### config.mk
export PLATFORM = sky130hd
export DESIGN_NAME = ifu_pc
export DESIGN_NICKNAME = d
export VERILOG_FILES = /design/src/rtl/ifu_pc.sv
export SDC_FILE = /design/constraint.sdc
export NUM_CORES = 1
export LEC_CHECK = 0
export BUFFER_PORTS_ARGS = -buffer_cell sky130_fd_sc_hd__buf_2
export CAP_MARGIN = 20
export CORE_ASPECT_RATIO = 2
export CORE_MARGIN = 3
export CORE_UTILIZATION = 50
export CTS_CLUSTER_SIZE = 20
export DETAILED_ROUTE_END_ITERATION = 6
export HOLD_SLACK_MARGIN = 0.03
export PLACE_DENSITY = 0.76
export SETUP_SLACK_MARGIN = 0.4
export SYNTH_ARGS = -nofsm -noshare
export SYNTH_HDL_FRONTEND = slang
export SYNTH_SLANG_ARGS = --single-unit
### constraint.sdc
create_clock -name clk -period 9 [get_ports clk]
set_input_delay 0.45 -clock clk [delete_from_list [all_inputs] [get_ports clk]]
set_output_delay 0.45 -clock clk [all_outputs]
set_load 0.005 [all_outputs]
### src/rtl/ifu_pc.sv
// Program-counter stage for the single-cycle MIPS fetch path: next-PC select,
// fetch-window legality check, sticky fault capture and a commit counter.
module ifu_pc #(
  parameter logic [31:0] RESET_PC = 32'h0000_3000,
  parameter int          IM_WORDS = 4096
) (
  input  logic        clk,
  input  logic        reset,
  input  logic        stall,
  input  logic [2:0]  npc_op,
  input  logic        br_cond,
  input  logic [15:0] imm16,
  input  logic [25:0] imm26,
  input  logic [31:0] rs_data,
  output logic [31:0] pc,
  output logic [31:0] pc_plus4,
  output logic [11:0] word_addr,
  output logic        fault,
  output logic [31:0] fault_pc,
  output logic [31:0] commit_cnt
);

  // Upper bound kept in 33 bits so a window ending at 2^32 still compares correctly.
  localparam logic [32:0] WIN_LO = {1'b0, RESET_PC};
  localparam logic [32:0] WIN_HI = {1'b0, RESET_PC} + (33'(IM_WORDS) << 2);

  typedef enum logic [2:0] {
    OP_SEQ  = 3'd0,
    OP_BR   = 3'd1,
    OP_JUMP = 3'd2,
    OP_JR   = 3'd3
  } npc_op_e;

  logic [31:0] pc_q, pc_d;
  logic        fault_q, fault_d;
  logic [31:0] fault_pc_q, fault_pc_d;
  logic [31:0] commit_cnt_q, commit_cnt_d;

  logic [31:0] br_off;
  logic [31:0] tgt;
  logic        tgt_legal;

  always_comb begin
    pc_plus4  = pc_q + 32'd4;
    word_addr = 12'((pc_q - RESET_PC) >> 2);
    br_off    = {{14{imm16[15]}}, imm16, 2'b00};

    tgt = pc_plus4;
    case (npc_op_e'(npc_op))
      OP_BR:   tgt = br_cond ? (pc_plus4 + br_off) : pc_plus4;
      OP_JUMP: tgt = {pc_plus4[31:28], imm26, 2'b00};
      OP_JR:   tgt = rs_data;
      default: tgt = pc_plus4;
    endcase

    tgt_legal = (tgt[1:0] == 2'b00) &&
                ({1'b0, tgt} >= WIN_LO) &&
                ({1'b0, tgt} <  WIN_HI);
  end

  // Fault freezes everything; stall skips the legality check entirely.
  always_comb begin
    pc_d         = pc_q;
    fault_d      = fault_q;
    fault_pc_d   = fault_pc_q;
    commit_cnt_d = commit_cnt_q;
    if (!fault_q && !stall) begin
      if (tgt_legal) begin
        pc_d         = tgt;
        commit_cnt_d = commit_cnt_q + 32'd1;
      end else begin
        fault_d    = 1'b1;
        fault_pc_d = tgt;
      end
    end
  end

  always_ff @(posedge clk) begin
    if (reset) begin
      pc_q         <= RESET_PC;
      fault_q      <= 1'b0;
      fault_pc_q   <= 32'd0;
      commit_cnt_q <= 32'd0;
    end else begin
      pc_q         <= pc_d;
      fault_q      <= fault_d;
      fault_pc_q   <= fault_pc_d;
      commit_cnt_q <= commit_cnt_d;
    end
  end

  assign pc         = pc_q;
  assign fault      = fault_q;
  assign fault_pc   = fault_pc_q;
  assign commit_cnt = commit_cnt_q;

endmodule

* Yosys cells after proc, flatten, opt, wreduce, memory -nomap -nowiden
Cells that the tools add are included.
** Word-level totals
- Bits in registers :: 97
- Logic and storage cells :: 24
** Operators by class
- Muxes and demuxes :: 2
- Reductions and logical operators :: 8
- Bitwise operators :: 1
- Eq/ne operators :: 3
- Magnitude comparators :: 2
- Add/subtract/negate cells :: 4
** Operator list (count)
- 32-bit case mux with 3 select lines :: 1
- 32-bit by 1-bit adder with 32-bit output (second input constant) :: 1
- 32-bit by 3-bit adder with 32-bit output (second input constant) :: 1
- 32-bit adder :: 1
- 32-bit by 14-bit >= comparator with 1-bit output (second input constant) :: 1
- 32-bit by 15-bit < comparator with 1-bit output (second input constant) :: 1
- 32-bit two-way mux :: 1
- 14-bit subtractor (second input constant) :: 1
- 3-bit by 2-bit equality test with 1-bit output (second input constant) :: 2
- 2-bit AND reduction :: 2
- 3-bit by 1-bit equality test with 1-bit output (second input constant) :: 1
- 1-bit logical AND :: 3
- 1-bit zero test :: 2
- 2-bit zero test :: 1
- 1-bit inverter :: 1

* Logic depth before layout (Yosys ltp)
- Word-level depth :: 9
- Mapped depth :: 21
- Depth with buffers taken out :: 16

* Worst setup path before layout
No wires, ideal clock.
- Kind :: reg2reg
- Start point :: reg pc_q[2], in the netlist pc[2]
- End point :: reg commit_cnt_q[11], in the netlist commit_cnt[11]
- Setup slack :: 4.164 ns
- Setup time :: 0.123 ns
- Buffers on the path :: 3
- Clock period less this slack :: 4.836 ns
- Cell stages (with the launch flop) :: 19
- Arrival time :: 4.712 ns
- Data required time :: 8.877 ns
- Cell sequence :: dfxtp_1 ha_1 and4_1 buf_4 nand4_4 o41a_1 or2_2 ha_1 clkbuf_1 nand4_1 nor4_1 a21bo_2 a2111oi_2 mux2i_1 a21oi_1 nand4_2 buf_2 nor3_1 mux2_1
** On the way
- Word-level cells in the longest chain between the ends :: 8
- Elaborated cells between the ends (all ways) :: 9
- Those cells by class :: 2 x add/sub; 2 x order compare; 2 x mux; 3 x reduce/logical
** RTL lines
- start: declaration :: line 34 : logic [31:0] pc_q, pc_d;
- start signal: assignment :: line 85 : pc_q <= pc_d;
- 32-bit by 3-bit adder with 32-bit output (*) :: line 44 : pc_plus4 = pc_q + 32'd4;
- named net pc_plus4[26] :: line 16 : output logic [31:0] pc_plus4,
- 32-bit adder :: line 50 : OP_BR: tgt = br_cond ? (pc_plus4 + br_off) : pc_plus4;
- 32-bit two-way mux :: line 50
- 32-bit case mux with 3 select lines (*) :: line 49 : case (npc_op_e'(npc_op))
- 32-bit by 14-bit >= comparator with 1-bit output :: line 57 : ({1'b0, tgt} >= WIN_LO) &&
- 1-bit logical AND :: line 56 : tgt_legal = (tgt[1:0] == 2'b00) &&
- 1-bit logical AND (*) :: line 57
- 2-bit AND reduction (no source line) (*)
- end signal: assignment :: line 88 : commit_cnt_q <= commit_cnt_d;
- end: declaration :: line 37 : logic [31:0] commit_cnt_q, commit_cnt_d;
Mark *: on every way through the listed nets, which the timed path passes. The rest lies on a longest branch.
A chain may end at the register's enable or synchronous reset.

* Worst setup path after layout
- Start point :: reg pc_q[2], in the netlist pc[2]
- End point :: reg commit_cnt_q[22], in the netlist commit_cnt[22]
** On the way
- Word-level cells in the longest chain between the ends :: 8
- Elaborated cells between the ends (all ways) :: 9
- Those cells by class :: 2 x add/sub; 2 x order compare; 2 x mux; 3 x reduce/logical
** RTL lines (line)
- 32-bit by 3-bit adder with 32-bit output (*) :: 44
- 32-bit adder :: 50
- 32-bit two-way mux :: 50
- 32-bit case mux with 3 select lines (*) :: 49
- 32-bit by 14-bit >= comparator with 1-bit output :: 57
- 1-bit logical AND :: 56
- 1-bit logical AND (*) :: 57
- 2-bit AND reduction (no source line) (*)
Every way passes the cells marked *; elsewhere a longest branch is shown, timed or not.

==> impl_metrics.yaml <==
sta:
  drv_slew: 0
  fmax_mhz: 157.2
  hold_violations: 0
  fin_crit_ps: 6361
  rsz0062_at_grt: "false"
  fin_skew_ps: 13.63
  setup_violations: 0
  tns_ps: 0
  slew_headroom: 0.2436
  hold_ws_ps: 458.6
  fin_crit_sh: 0.7068
  worst-slew-pin-transition_ps: 1124
clock_tree:
  path_clk_slew_ps: 70
  cts_hold_buf: 0
  cts_setup_buffers: 0
  clock-root-buffer: "clkbuf_16"
  cts_buffer_depth: 2
  cts_sinks: 97
  cts_made_buffers: 9
  cts_tree: "built"
  clk_latency_ps: 360
  ctsHtreeMaxLevel: 3
  ctsResizeCount: 0
synthesis:
  synth_flop_cell: "dfxtp_1"
  synth_common_cells: "114 x nand2_1, 97 x dfxtp_1, 82 x a21oi_1, 77 x nor2_1"
  synth_top_cell_by_area: "dfxtp_1"
  yosysSeqAreaShare: 0.2301
  synth.net_count: 1228
  ys_ff_latch: 97
  synth.area.top_cells: "dfxtp_1 23%, nand2_1 5.1%, ha_1 5.0%"
  syn-cell-area_mm2: 0.008439
  synth.avg_cell_area_um2: 7.589
  synth.most_common_cell: "nand2_1"
  synth_cell_types: 89
  synth-edff-count: 0
  yosysWarningCount: 0
  syn_inst: 1112
  postSynth.asyncResetShare: 0
  post-synth-top-area-fraction: 0.2301
min_path:
  holdCritPathClass: "reg2reg"
worst_setup_path:
  slowest_delay_ps: 860
  crit_path_end_kind: "register"
  crit_chain: "ha_1 -> and4_1 -> nand3_1 -> xnor2_1 -> ha_1 -> a21oi_1 -> o21ai_0 -> o21bai_1 -> o2111a_1 -> nor3_2 -> nand3_2 -> a2111oi_4 -> nand4_2 -> nor3_1 -> mux2_1"
  reg2reg_slack_ps: 2640
  arrival_ps: 6600
  cp.required_ps: 9240
  worstSetupStartpointType: "register"
  cp_common_cell: "ha_1"
  crit_type: "reg2reg"
  slowest_stage: "nand4_2"
  crit_path_max_fanout: 37
global_routing:
  grt_overflow_total: 0
  grt_antenna_before_repair: 0
  grt_pass1_wl_um: 52590
  grt_pass1_vias: 9137
  grt_max_degree: 57
  grt_usage: 0.3667
die:
  ios: 222
  fp.dieW_um: 97.87
  die_y_um: 189.7
  rows: 66
  die_area_mm2: 0.01857
  initial_utilization: 0.5136
  core-area_mm2: 0.01643
drt:
  routedWlPerCell_um: 24.03
  drtIter0Drc: 690
  vias: 9558
  drt_drc_violations_left: 0
  ant_nets: 0
  drt-total-wl_um: 35450
  drtPass1Iterations: 5
  viasPerCell: 6.480
finish:
  area_delta_synth_final_pct: 15.58
  regArea_mm2: 0.001942
  nNetsFinal: 1383
  multi_input_area_mm2: 0.005995
  drive_gt1_frac: 0.2455
  diodes: 0
  fillCellCount: 1568
flow_run:
  maxCapViolations: 0
placement:
  io_buffers: 221
  gp_congestion: 1.125
  dp_hpwl_um: 28060
pwr:
  p_sw_mw: 0.3230
  power_switching_share: 0.3107
  peakVddDrop_mv: 0.1350
  p_int_mw: 0.7164
  p_leak_nw: 4.333
  power_frac_clock: 0.358
  pwr-share-seq: 0.425
  combPwrFrac: 0.217
  power.density_mw_per_mm2: 106.6
status:
  status: "complete, no violations"
-- flip-flops by register name, indices dropped and copies added, names as in the netlist --
name        count
commit_cnt     32
fault           1
fault_pc       32
pc             32
-- per-layer routing --
layer,global-route usage,share of wire
met1,0.3660,0.33
met2,0.6612,0.51
met3,0.06165,0.073
met4,0.2843,0.086
met5,0,0
-- kinds of logic (layout without fill, tap and decap cells) --
logic type	after synthesis	count (layout)	synth area share
AOI/OAI and AO/OA	284	284	0.2331
xor gates and xnor gates	38	38	0.03944
adders and majority gates	35	35	0.05278
buffers and inverters	112	271	0.06212
DFF	97	97	0.2301
muxes	64	64	0.08125
and+or+nand+nor	482	482	0.3013
-- worst paths after layout --
check,start,to,cells past startpoint
max,pc[2],commit_cnt[22],15
min,fault_pc[14],fault_pc[14],2
max reg2reg,pc[2],commit_cnt[22],15
min reg2reg,fault_pc[14],fault_pc[14],2
-- cell usage in the layout (no fill, tap or decap), types with 28 or more instances in the layout --
| cell type | Yosys | layout |
|---|---|---|
| mux2i_1 | 28 | 28 |
| nor3_1 | 45 | 45 |
| nand4_1 | 37 | 37 |
| buf_2 | 22 | 221 |
| a21oi_1 | 82 | 82 |
| nor2_1 | 77 | 77 |
| nand3_1 | 44 | 44 |
| o21ai_0 | 45 | 45 |
| nand2_1 | 114 | 114 |
| nor2b_1 | 39 | 39 |
| ha_1 | 34 | 34 |
| dfxtp_1 | 97 | 97 |
-- critical path: cells and delay by family (launching register included) --
family          cells  cell delay (ps)
simple gates        6             2560
fa+ha+maj           2              680
compound gates      5             1440
xor+xnor            1              700
flops               1              480
mux                 1              360
-- power by group through the flow --
stage,combinational (mW),clock (mW),sequential (mW)
floorplan,0.138,0,0.451
global placement,0.218,0,0.451
detailed placement,0.219,0,0.451
CTS,0.220,0.377,0.441
global route,0.240,0.392,0.442
finish,0.225,0.372,0.441
-- cell type report --
type / count / share of cell area
clock buffer: 11 / 0.02591
clock inverter: 4 / 0.002822
inverter: 23 / 0.008851
multi-input combinational: 903 / 0.6145
sequential: 97 / 0.1991
tap: 204 / 0.02617
timing repair buffer: 233 / 0.1226
-- stage by stage --
stage               setup WS (ps)  area (µm²)    util  total power, mW  cells
global placement             2852        9474  0.5765           0.6689   1460
global route                 2354        9754  0.5936            1.074   1475
finish                       2639        9754  0.5936            1.039   1475
floorplan                    4164        8439       -           0.5895   1112
detailed placement           2881        9474  0.5765           0.6700   1460
CTS                          2861        9754  0.5936            1.038   1475
Note: power is estimated with default switching activity, not from simulation.
